[src/rtl/nss_pkg.sv]
// Shared types and constants for the nibble-serial subtractor.
// SUB_OVF_EN (optional) adds the signed-overflow output.
package nss_pkg;

  typedef enum logic [1:0] {
    IDLE = 2'd0,
    RUN  = 2'd1,
    DONE = 2'd2
  } state_e;

  localparam int NIBBLE = 4;

  function automatic int nibbles(input int width);
    return width / NIBBLE;
  endfunction

endpackage

[src/rtl/nibble_serial_subtractor_borrow_lookahead4.sv]
// Combinational 4-bit subtract cell with borrow lookahead.
// Each borrow is a flat generate/propagate term, not a ripple.
module borrow_lookahead4 (
  input  logic [3:0] x,
  input  logic [3:0] y,
  input  logic       bi,
  output logic [3:0] d,
  output logic       bo
);

  logic [3:0] g;
  logic [3:0] p;
  logic [3:0] bw;

  assign g = ~x & y;
  assign p = ~(x ^ y);

  assign bw[0] = bi;
  assign bw[1] = g[0] | (p[0] & bi);
  assign bw[2] = g[1] | (p[1] & g[0])
               | (p[1] & p[0] & bi);
  assign bw[3] = g[2] | (p[2] & g[1])
               | (p[2] & p[1] & g[0])
               | (p[2] & p[1] & p[0] & bi);
  assign bo    = g[3] | (p[3] & g[2])
               | (p[3] & p[2] & g[1])
               | (p[3] & p[2] & p[1] & g[0])
               | (p[3] & p[2] & p[1] & p[0] & bi);

  assign d = x ^ y ^ bw;

endmodule

[src/rtl/nibble_serial_subtractor.sv]
// diff = a - b - bin, one nibble per clock, LSB nibble first.
// Define SUB_OVF_EN to add the ovf port and its logic.
module nibble_serial_subtractor
  import nss_pkg::*;
#(
  parameter int WIDTH = 16
) (
  input  logic             clk,
  input  logic             rst_n,
  input  logic             start,
  input  logic [WIDTH-1:0] a,
  input  logic [WIDTH-1:0] b,
  input  logic             bin,
  output logic             busy,
  output logic             done,
  output logic [WIDTH-1:0] diff,
  output logic             bout
`ifdef SUB_OVF_EN
  ,
  output logic             ovf
`endif
);

  localparam int N  = nibbles(WIDTH);
  localparam int KW = (N > 1) ? $clog2(N) : 1;

  state_e           state_q;
  logic [KW-1:0]    k_q;
  logic [WIDTH-1:0] a_q;
  logic [WIDTH-1:0] b_q;
  logic [WIDTH-1:0] diff_q;
  logic [WIDTH-1:0] diff_d;
  logic             br_q;
  logic             busy_q;
  logic             done_q;
  logic             bout_q;
  logic             last;

  logic [WIDTH-1:0]  a_sh;
  logic [WIDTH-1:0]  b_sh;
  logic [NIBBLE-1:0] x_nib;
  logic [NIBBLE-1:0] y_nib;
  logic [NIBBLE-1:0] d_nib;
  logic              bo_nib;

  // One shared cell; the counter steers operand nibbles into it.
  assign a_sh  = a_q >> (int'(k_q) * NIBBLE);
  assign b_sh  = b_q >> (int'(k_q) * NIBBLE);
  assign x_nib = a_sh[NIBBLE-1:0];
  assign y_nib = b_sh[NIBBLE-1:0];
  assign last  = (k_q == KW'(N - 1));

  borrow_lookahead4 u_cell (
    .x  (x_nib),
    .y  (y_nib),
    .bi (br_q),
    .d  (d_nib),
    .bo (bo_nib)
  );

  always_comb begin
    diff_d = diff_q;
    for (int i = 0; i < N; i++) begin
      if (k_q == KW'(i)) begin
        diff_d[i*NIBBLE +: NIBBLE] = d_nib;
      end
    end
  end

`ifdef SUB_OVF_EN
  logic ovf_q;
  assign ovf = ovf_q;
`endif

  always_ff @(posedge clk or negedge rst_n) begin
    if (!rst_n) begin
      state_q <= IDLE;
      k_q     <= '0;
      a_q     <= '0;
      b_q     <= '0;
      diff_q  <= '0;
      br_q    <= 1'b0;
      busy_q  <= 1'b0;
      done_q  <= 1'b0;
      bout_q  <= 1'b0;
`ifdef SUB_OVF_EN
      ovf_q   <= 1'b0;
`endif
    end else begin
      unique case (state_q)
        IDLE, DONE: begin
          done_q <= 1'b0;
          if (start) begin
            a_q     <= a;
            b_q     <= b;
            br_q    <= bin;
            k_q     <= '0;
            diff_q  <= '0;
            busy_q  <= 1'b1;
            state_q <= RUN;
          end else begin
            state_q <= IDLE;
          end
        end
        RUN: begin
          diff_q <= diff_d;
          br_q   <= bo_nib;
          k_q    <= k_q + KW'(1);
          if (last) begin
            bout_q  <= bo_nib;
`ifdef SUB_OVF_EN
            ovf_q   <= (a_q[WIDTH-1] ^ b_q[WIDTH-1])
                     & (d_nib[NIBBLE-1] ^ a_q[WIDTH-1]);
`endif
            busy_q  <= 1'b0;
            done_q  <= 1'b1;
            state_q <= DONE;
          end
        end
        default: state_q <= IDLE;
      endcase
    end
  end

  assign busy = busy_q;
  assign done = done_q;
  assign diff = diff_q;
  assign bout = bout_q;

endmodule

[config.mk]
export PLATFORM = sky130hd
export DESIGN_NAME = nibble_serial_subtractor
export DESIGN_NICKNAME = d
export VERILOG_FILES = /design/src/rtl/nss_pkg.sv /design/src/rtl/nibble_serial_subtractor_borrow_lookahead4.sv /design/src/rtl/nibble_serial_subtractor.sv
export SDC_FILE = /design/constraint.sdc
export NUM_CORES = 1
export LEC_CHECK = 0
export CAP_MARGIN = 20
export CORE_MARGIN = 2
export CORE_UTILIZATION = 55
export DETAILED_ROUTE_END_ITERATION = 10
export GPL_TIMING_DRIVEN = 0
export PLACE_DENSITY = 0.9
export SYNTH_ARGS = -nofsm -noshare
export SYNTH_HDL_FRONTEND = slang
export SYNTH_HIERARCHICAL = 1
export SYNTH_SLANG_ARGS = --single-unit
[constraint.sdc]
create_clock -name clk -period 6.7 [get_ports clk]
set_input_delay 1.34 -clock clk [delete_from_list [all_inputs] [get_ports clk]]
set_output_delay 1.34 -clock clk [all_outputs]
set_load 0.02 [all_outputs]
-- Yosys cells after proc, flatten, opt, wreduce, memory -nomap -nowiden
Cells that the tools add are included.
- $add $sub $neg: 1
- eq/ne operators: 10
- shift operators: 2
- mux-type cells: 18
- bitwise operators: 31
- reductions and logical operators: 12
- operator list (operator ; number):
    case mux 16 bit (2 select lines) ; 1
    right shift 16 x 4 -> 4 bit ; 2
    AND 1 bit ; 16
    two-way mux 16 bit ; 1
    two-way mux 4 bit ; 4
    AND reduction 3 bit ; 4
    inequality test 2 bit (second input constant) ; 5
    bitwise OR 1 bit ; 10
    NOT 4 bit ; 2
    case mux 2 bit (2 select lines) ; 2
    AND reduction 2 bit ; 4
    XOR 4 bit ; 2
    equality test 2 bit (second input constant) ; 3
    case mux 1 bit (2 select lines) ; 3
    two-way mux 1 bit ; 5
    AND 4 bit ; 1
    equality test 2 x 1 -> 1 bit (second input constant) ; 2
    zero test 2 bit ; 2
    two-way mux 2 bit ; 2
    adder 2 x 1 -> 2 bit (second input constant) ; 1
    nonzero test 2 bit ; 1
    OR reduction 2 bit ; 1
- register bits: 56
- output and inout bits: 19
- word-level logic and storage cells: 86

-- Depth between registers and ports, before layout
Gate-level depths: netlist of the first run.
- word-level depth: 10
- depth in mapped cells: 9

-- Cells and area by module
Netlist of the first run, hierarchy kept.
- by module, submodules not included (module ; instances ; cells each ; area each (um^2)):
    nibble_serial_subtractor ; 1 ; 262 ; 2552.4
    borrow_lookahead4 ; 1 ; 27 ; 200.2

-- Worst setup path after synthesis of the first run
No wires, ideal clock.
- kind: register to register
- start point: register k_q[0]
- end point: register bout_q, in the netlist bout
- setup time: 125 ps
- arrival time: 2197 ps
- required time: 6575 ps
- path slack: 4379 ps
- stages on the path, launching flop included: 9
- period minus slack after synthesis: 2321 ps
- path through: dfrtp_1 -> buf_4 -> mux4_2 -> inv_1 -> ha_1 -> a21oi_1 -> nor2_1 -> a211o_1 -> mux2_2
- elaborated cells on any way between the ends: 19
- RTL lines (item ; line ; RTL):
    start, declared ; nibble_serial_subtractor.sv:28 ; logic [KW-1:0] k_q;
    start signal, assigned ; nibble_serial_subtractor.sv:108 ; k_q <= k_q + KW'(1);
    right shift 16 x 4 -> 4 bit (*) ; nibble_serial_subtractor.sv:47 ; assign a_sh = a_q >> (int'(k_q) * NIBBLE);
    net a_sh[0] ; nibble_serial_subtractor.sv:39 ; logic [WIDTH-1:0] a_sh;
    NOT 4 bit or XOR 4 bit (tied branches) ; nibble_serial_subtractor_borrow_lookahead4.sv:15, nibble_serial_subtractor_borrow_lookahead4.sv:16 ;
    AND 4 bit or NOT 4 bit (tied branches) ; nibble_serial_subtractor_borrow_lookahead4.sv:15, nibble_serial_subtractor_borrow_lookahead4.sv:16 ;
    AND 1 bit (on tied branches) ; nibble_serial_subtractor_borrow_lookahead4.sv:27, nibble_serial_subtractor_borrow_lookahead4.sv:28 ;
    bitwise OR 1 bit or AND 1 bit (tied branches) ; nibble_serial_subtractor_borrow_lookahead4.sv:27, nibble_serial_subtractor_borrow_lookahead4.sv:28 ;
    bitwise OR 1 bit (*) ; nibble_serial_subtractor_borrow_lookahead4.sv:28 ; | (p[3] & p[2] & p[1] & p[0] & bi);
    net bo_nib ; nibble_serial_subtractor.sv:44 ; logic bo_nib;
    end signal, assigned ; nibble_serial_subtractor.sv:110 ; bout_q <= bo_nib;
    end, declared ; nibble_serial_subtractor.sv:36 ; logic bout_q;
The timed path passes the listed nets; every way through them passes the cells marked *.
A chain may end at the register's enable or synchronous reset.

-- Worst setup path after layout of the first run
- start point: register diff_q[3], in the netlist diff[3]
- end point: output diff[3]
- RTL lines (item ; line ; RTL):
    start, declared ; nibble_serial_subtractor.sv:31 ; logic [WIDTH-1:0] diff_q;
    start signal, assigned ; nibble_serial_subtractor.sv:106 ; diff_q <= diff_d;
    end, declared ; nibble_serial_subtractor.sv:16 ; output logic [WIDTH-1:0] diff,
No word-level cell between the ends.

==> reports/results.ini, run 1 <==
[worst_hold_path]
hold_path.class = flip-flop to flip-flop
holdPathStages = 2

[cts]
cts_tree = yes
worstSkewPairLatency_ns = 0.32
clockBufferDepth = 2
root_buffer = clkbuf_8
cts.clk_slew.worst_paths_ns = 0.10
cts_resized = 0
ctsHtreeMaxLevel = 2
cts_setup_buffers = 0
cts_buffers = 5
clock_sinks = 56
cts_hold_buf = 0

[worst_setup_path]
crit_required_ns = 5.36
slowest_delay_ns = 0.63
critPathTopFamily = buffers and inverters
critical_path_depth = 1
cp-end-kind = output pin
criticalPathCategory = flip-flop to output pin
cp_max_fo = 3
arrival_ns = 1.34
path_cells = clkdlybuf4s50_1
path_buf_inv = 1
crit_slowest_cell = clkdlybuf4s50_1
startpoint_type = flip-flop
ff2ff_path_depth = 9

[sta]
slew_violations = 0
rsz0062_at_grt = no
finalSetupTns_ns = 0
fin_crit_ns = 2.68
setup_viol = 0
fin_worst_skew_ns = 0.00598
fmax_ghz = 0.373
slew_headroom = 0.621
min_period_over_period = 0.401
hold_viol_final = 0
worst_pin_slew_ns = 0.568

[power]
report.power.total_mw = 1.82
p_per_area_nw_per_um2 = 520
peakVddDrop_v = 0.000277
p_leak_nw = 1.66

[logic_synthesis]
yosys_register_bits = 56
yosys.area_share.simple = 0.236
synthMuxAreaShare = 0.0732
synthFlopType = dfrtp_1
syn_avg_cell_area_um2 = 9.52
synth_top_area_frac = 0.509
mappedNetlistArea_um2 = 2750
yosys-top-cells-area = dfrtp_1 51%, nand2_1 16%, mux4_2 6.5%, ha_1 4.1%, o211ai_1 4.1%
synthArstFlopShare = 1.00
synth_top_family_by_area = simple AND/OR/NAND/NOR gates
yosys.area_share.adder = 0.0482
synth_edf_count = 0
synth.net_count = 335
synthCells = 289
yosysWarnings = 6
synth-xor-area-share = 0.00636
synth_cell_types = 28
synth_compound_area_frac = 0.0736
synth_top_area_cell = dfrtp_1
ys_seq_area_frac = 0.509

[routing]
initialDrtViolationCount = 120
post_drt_wl_per_cell_um = 14.5
detail-route-antenna-nets = 0
routed_wl_um = 6080
drc = 0
first_pass_iters = 4
via_per_inst = 5.31
via_count = 2224

[layout]
drive_above_1_share = 0.114
final_common_cell = nand2_1
postLayoutCellArea_um2 = 3500
final_util = 0.732
fin_nets = 397
fillers = 365
final_cell_mix = 118 x nand2_1, 56 x dfrtp_1, 53 x clkdlybuf4s50_1
n_antenna_cell = 0
syn2layout_area_growth_pct = 27.3

[floorplan]
placementRows = 25
initial_core_util = 0.575
io_pins = 55
dieHeight_um = 74.7
die_area_um2 = 5590
coreArea_um2 = 4790
die_w_um = 74.7

[grt]
grt-ovfl-total = 0
grt_max_degree = 33
grt_pass1_wl_um = 10400
grt_pass1_vias = 2269
antenna_found_initial = 0
grt_usage = 0.246

[flow_run]
max_cap_violations = 0

[status]
status = complete, no violations

[placed_design]
gp_congestion = 0.782
dpl.hpwl_um = 4540
port_buffers = 54
dpl_cell_area_um2 = 3390

[cell type report]
cell class,instances,area [um^2],share of cell area
clock buffer,5,68.8,0.0196
clock inverter,3,42.5,0.0121
timing repair buffer,55,556,0.159
inverter,9,33.8,0.00964
multi-input combinational,206,1200,0.344
tap,67,83.8,0.0239
buffer,18,113,0.0321
sequential,56,1400,0.400
[Yosys cell counts, types with 2 or more instances]
master,instances
nor2b_1,4
inv_1,9
a21o_1,2
nand3_1,20
a21oi_1,4
mux4_2,8
o21ai_0,3
o211ai_1,15
buf_2,9
ha_1,9
nand2_1,118
xor2_1,2
nor2_1,2
buf_4,9
nand2b_1,6
dfrtp_1,56
nor3_1,2
[worst paths after layout]
path	startpoint	endpoint	slack (ns)
max	diff[3]	diff[3]	4.02
min	b_q[7]	b_q[7]	0.48
max reg2reg	k_q[0]	diff[2]	4.08
min reg2reg	b_q[7]	b_q[7]	0.48
max in group asynchronous	rst_n	b_q[15]	5.13
min in group asynchronous	rst_n	diff[14]	1.01
[metal layers]
metal / global-route usage / up-vias / part of all wire / wire (um)
met1: 0.308 / 1079 / 0.42 / 2550
met3: 0.0469 / 10 / 0.037 / 225
met5: 0 / - / 0 / 0
met2: 0.435 / 60 / 0.53 / 3200
li1: - / 1075 / - / -
met4: 0.0794 / 0 / 0.019 / 113
[stage by stage]
stage	setup WS (ns)	hold slack [ns]	cells
2_1_floorplan	4.38	0.440	289
3_3_place_gp	2.66	0.454	410
3_5_place_dp	3.93	0.464	411
4_1_cts	4.00	0.488	419
5_1_grt	3.95	0.505	419
6_report	4.02	0.483	419
[cell families after synthesis]
group,count (synthesis)
muxes,10
DFF,56
xor gates and xnor gates,2
buffers and inverters,27
and+or+nand+nor,155
adders and majority gates,10
AOI/OAI and AO/OA,29
[registers in the layout, indices dropped and copies added, names as in the netlist]
| register | flops |
|---|---|
| diff | 16 |
| b_q | 16 |
| bout | 1 |
| k_q | 2 |
| br_q | 1 |
| a_q | 16 |
| done | 1 |
| busy | 1 |
| state_q | 2 |
[power by group]
part / total (mW) / leakage (nW) / internal, mW / switching (mW)
clock network: 0.224 / 0.0541 / 0.111 / 0.113
registers: 0.577 / 0.707 / 0.487 / 0.0902
logic: 1.02 / 0.896 / 0.447 / 0.573
(Power assumes the default switching activity.)
==> inputs of run 2 (changes only) <==
--- a/config.mk
+++ b/config.mk
@@ -7,10 +7,10 @@
 export LEC_CHECK = 0
 export CAP_MARGIN = 20
 export CORE_MARGIN = 2
-export CORE_UTILIZATION = 55
+export CORE_UTILIZATION = 46
 export DETAILED_ROUTE_END_ITERATION = 10
 export GPL_TIMING_DRIVEN = 0
-export PLACE_DENSITY = 0.9
+export PLACE_DENSITY = 0.81
 export SYNTH_ARGS = -nofsm -noshare
 export SYNTH_HDL_FRONTEND = slang
 export SYNTH_HIERARCHICAL = 1
==> constraint.sdc (replaced) <==
create_clock -name clk -period 2.2 [get_ports clk]
set_input_delay 0.44 -clock clk [delete_from_list [all_inputs] [get_ports clk]]
set_output_delay 0.44 -clock clk [all_outputs]
set_load 0.02 [all_outputs]
==> run 2 against run 1 <==
Net effect:
- the run now ends with negative setup slack left
- clock skew fell by 0.0027 ns
- setup slack got worse by 4.1 ns
- sequential power rose to 3.0 times the previous value
==> reports/results.ini, run 2 (synthesis gave the netlist of run 1 again) <==
[status]
status = finished with violations
violations = negative setup slack

[layout]
multi_input_area_um2 = 1310
fillers = 477
n_antenna_cell = 0
syn2layout_area_growth_pct = 35.3
final_cells = 439
postLayoutCellArea_um2 = 3720
regArea_um2 = 1400
final_cell_mix = 114 x nand2_1, 56 x dfrtp_1, 53 x clkdlybuf4s50_1
drive_above_1_share = 0.190
final_common_cell = nand2_1
fin_nets = 409
final_util = 0.636

[worst_setup_path]
criticalPathCategory = flip-flop to flip-flop
startpoint_type = flip-flop
crit_slowest_cell = mux4_2
cp-end-kind = flip-flop
arrival_ns = 2.52
cp_max_fo = 7
path_cells = buf_8 > buf_4 > mux4_2 > ha_4 > a21o_1 > a211o_1 > mux2_4
crit_required_ns = 2.40
slowest_delay_ns = 0.51

[sta]
fin_worst_skew_ns = 0.00328
rsz0062_at_grt = yes
fin_crit_ns = 2.32
setup_viol = 12
min_period_over_period = 1.05
finalSetupTns_ns = -0.684
hold_viol_final = 0
worst_pin_slew_ns = 0.517
post-route-worst-setup-slack_ns = -0.120
fmax_ghz = 0.431
slew_headroom = 0.655
whs_ns = 0.0904
slew_violations = 0

[routing]
detail-route-antenna-nets = 0
post_drt_wl_per_cell_um = 13.8
first_pass_iters = 4
via_count = 2260
initialDrtViolationCount = 143
via_per_inst = 5.15
routed_wl_um = 6070
drc = 0

[cts]
cts_hold_buf = 0
cts_buffers = 5
cts.clk_slew.worst_paths_ns = 0.10
root_buffer = clkbuf_8
cts_tree = yes
clockBufferDepth = 2
ctsHtreeMaxLevel = 2
clock_sinks = 56
worstSkewPairLatency_ns = 0.31

[floorplan]
io_pins = 55
coreArea_um2 = 5850
dieHeight_um = 81.4
die_w_um = 81.4
initial_core_util = 0.470
die_area_um2 = 6620
placementRows = 28

[placed_design]
port_buffers = 54
dpl_cell_area_um2 = 3430
dpl.hpwl_um = 4280
place_ws_ns = -0.282
place_inst = 419
gp_congestion = 0.765

[power]
report.power.total_mw = 6.41
peakVddDrop_v = 0.000850
p_leak_nw = 1.73
p_per_area_nw_per_um2 = 1720

[grt]
grt_usage = 0.202
grt_pass1_vias = 2233
grt_pass1_wl_um = 10100
grt-ovfl-total = 0
grt_max_degree = 36
antenna_found_initial = 0

[worst_hold_path]
hold_path.class = input port to async pin

[flow_run]
max_cap_violations = 0

==> run 2: cell count changes in the layout (fill, tap and decap cells not counted), moves of 2 or more <==
cell     before  now
nand2_2       0    3
ha_4          0    5
nand2_1     118  114
a21oi_2       1    3
buf_6         0    2
nor3_1        2    0
buf_4         9   18
ha_1          9    4
a21oi_1       4    2
inv_1         9    7
inv_2         0    2
nor3_2        0    2
==> run 2: worst max-delay path, delay by kind of cell, from the launching register on <==
kind / cells / cell delay [ns]
buffers and inverters: 2 / 0.26
adders and majority gates: 1 / 0.26
AOI/OAI and AO/OA: 2 / 0.52
DFF: 1 / 0.40
muxes: 2 / 0.77
==> run 2: path summary, 6_finish.rpt <==
path | start | to | slack (ns) | cells past startpoint
worst max-delay path | k_q[0] | bout | -0.12 | 7
worst min-delay path | rst_n | diff[4] | 0.09 | 1
worst max register to register | k_q[0] | bout | -0.12 | 7
worst min register to register | b_q[12] | b_q[12] | 0.48 | 2
max in group asynchronous | rst_n | k_q[0] | 1.54 | 2
min in group clk | b_q[12] | b_q[12] | 0.48 | 2
==> run 2: power breakdown <==
group          leakage, nW  total, mW  internal, mW  switching [mW]
clock network       0.0552      0.671         0.338           0.333
registers            0.707       1.75          1.48           0.270
logic                0.970       3.98          1.91            2.07
total                 1.73       6.41          3.73            2.67
==> run 2: cell type report <==
type	instances	share of cell area
sequential	56	0.376
multi-input combinational	206	0.353
timing repair buffer	67	0.175
buffer	18	0.0323
tap	75	0.0252
clock buffer	6	0.0195
clock inverter	2	0.00941
inverter	9	0.00907
==> run 2: repair_timing <==
item | in CTS | in global routing
endpoints found under the setup margin | 14 | 16
buffers inserted | 10 | 2
pin swaps | 11 | 17
gates resized for setup | 8 | 13
==> run 2: metal layers <==
metal  vias to the layer above  track usage  wire, um
li1                       1096            -         -
met5                         -            0         0
met2                        82        0.352      2920
met4                         0       0.0627       122
met1                      1069        0.253      2740
met3                        13       0.0378       290
==> inputs of run 3 (changes only) <==
--- a/config.mk
+++ b/config.mk
@@ -11,6 +11,7 @@
 export DETAILED_ROUTE_END_ITERATION = 10
 export GPL_TIMING_DRIVEN = 0
 export PLACE_DENSITY = 0.81
+export RECOVER_POWER = 50
 export SYNTH_ARGS = -nofsm -noshare
 export SYNTH_HDL_FRONTEND = slang
 export SYNTH_HIERARCHICAL = 1
==> run 3 against run 2 <==
Net effect:
- count of clock-buffer cells in the layout unchanged
- global-route usage unchanged
- core utilization decreased by 0.28 points
- sequential share of layout area increased by 0.17 points
- non-clock buffer count unchanged
- maximum frequency decreased by 0.12%
- largest power group unchanged
- the run still ends with negative setup slack left
- clock power about the same
- highest routed layer unchanged
- first-iteration DRC count decreased by 4.9%
- die area unchanged
- worst hold slack improved by 0.24 ns
==> reports/results.ini, run 3 (synthesis gave the netlist of run 1 again) <==
[worst_setup_path]
startpoint_type = flip-flop
r2r_slack_ns = -0.12
cp-end-kind = flip-flop
crit_required_ns = 2.40
cp_max_fo = 7
reg2reg_from = k_q[0]
criticalPathCategory = flip-flop to flip-flop
rr_endpoint = bout
ff2ff_path_depth = 7
crit_end = bout
crit_start = k_q[0]
arrival_ns = 2.52

[layout]
drive_above_1_share = 0.187
final_common_cell = nand2_1
postLayoutCellArea_um2 = 3710
final_cell_mix = 114 x nand2_1, 56 x dfrtp_1, 53 x clkdlybuf4s50_1
final_cells = 439
n_antenna_cell = 0
syn2layout_area_growth_pct = 34.7
fin_nets = 409
final_util = 0.634

[cts]
cts_hold_buf = 0
cts_tree = yes
worstSkewPairLatency_ns = 0.31
cts.clk_slew.worst_paths_ns = 0.10
cts_buffers = 5
clockBufferDepth = 2
ctsHtreeMaxLevel = 2
clock_sinks = 56
root_buffer = clkbuf_8

[routing]
first_pass_iters = 5
detail-route-antenna-nets = 0
via_count = 2247
drc = 0
via_per_inst = 5.12
routed_wl_um = 6110
post_drt_wl_per_cell_um = 13.9
initialDrtViolationCount = 136

[status]
violations = negative setup slack
status = finished with violations

[sta]
worst_pin_slew_ns = 1.17
hold_viol_final = 0
setup_viol = 13
fmax_ghz = 0.431
whs_ns = 0.334
finalSetupTns_ns = -0.781
min_period_over_period = 1.06
slew_headroom = 0.222
fin_crit_ns = 2.32
fin_worst_skew_ns = 0.00561
slew_violations = 0
post-route-worst-setup-slack_ns = -0.123
rsz0062_at_grt = yes

[placed_design]
dpl.hpwl_um = 4280
gp_congestion = 0.765
place_ws_ns = -0.282
port_buffers = 54
place_inst = 419
dpl_cell_area_um2 = 3430

[grt]
grt-ovfl-total = 0
grt_usage = 0.202
grt_max_degree = 36
grt_pass1_vias = 2233
antenna_found_initial = 0
grt_pass1_wl_um = 10100

[power]
p_per_area_nw_per_um2 = 1730
peakVddDrop_v = 0.000861
report.power.total_mw = 6.42
p_leak_nw = 1.72

[flow_run]
max_cap_violations = 0

[floorplan]
dieHeight_um = 81.4
die_w_um = 81.4
io_pins = 55
initial_core_util = 0.470
placementRows = 28
die_area_um2 = 6620
coreArea_um2 = 5850

[worst_hold_path]
hold_path.class = input port to async pin

run 3: how the worst min path moves through the flow:
stage	depth (start not counted)	from	end
2_1_floorplan	0	rst_n	a_q[0]
3_3_place_gp	2	b_q[3]	b_q[3]
3_5_place_dp	1	rst_n	diff[4]
4_1_cts	1	rst_n	diff[0]
5_1_grt	1	rst_n	a_q[7]
6_report	1	rst_n	diff[9]
run 3: layout make-up:
| class | count | area (um^2) |
|---|---|---|
| fillers | 480 | 2140 |
| flip-flops and latches | 56 | 1400 |
| clock inverters | 2 | 35.0 |
| multi-input cells | 206 | 1310 |
| well taps | 75 | 93.8 |
| inverters | 9 | 33.8 |
| repair buffers | 67 | 637 |
| plain buffers | 18 | 120 |
| clock buffers | 6 | 72.6 |
run 3: per-layer routing:
| metal | track usage | up-vias | part of all wire |
|---|---|---|---|
| met5 | 0 | - | 0 |
| met4 | 0.0627 | 0 | 0.019 |
| met3 | 0.0378 | 11 | 0.046 |
| met2 | 0.352 | 66 | 0.49 |
| met1 | 0.253 | 1077 | 0.45 |
| li1 | - | 1093 | - |
run 3: worst max-delay path, stage by stage, from the launching register on:
cell and delay (ns):
dfrtp_1 0.40, buf_8 0.14, buf_4 0.12, mux4_2 0.51, ha_4 0.26, a21o_1 0.19
a211o_1 0.33, mux2_4 0.26
run 3: timing repair:
item,4_1_cts,5_1_grt
gates resized for setup,8,13
setup buffers,10,2
pin swaps,11,17
endpoints found under the hold margin,0,0
endpoints found under the setup margin,14,16
run 3: power breakdown:
| group | internal, mW | switching [mW] | total (mW) | leakage (nW) |
|---|---|---|---|---|
| clock | 0.339 | 0.335 | 0.673 | 0.0552 |
| sequential | 1.48 | 0.269 | 1.75 | 0.707 |
| combinational | 1.91 | 2.09 | 3.99 | 0.962 |
| total | 3.73 | 2.69 | 6.42 | 1.72 |
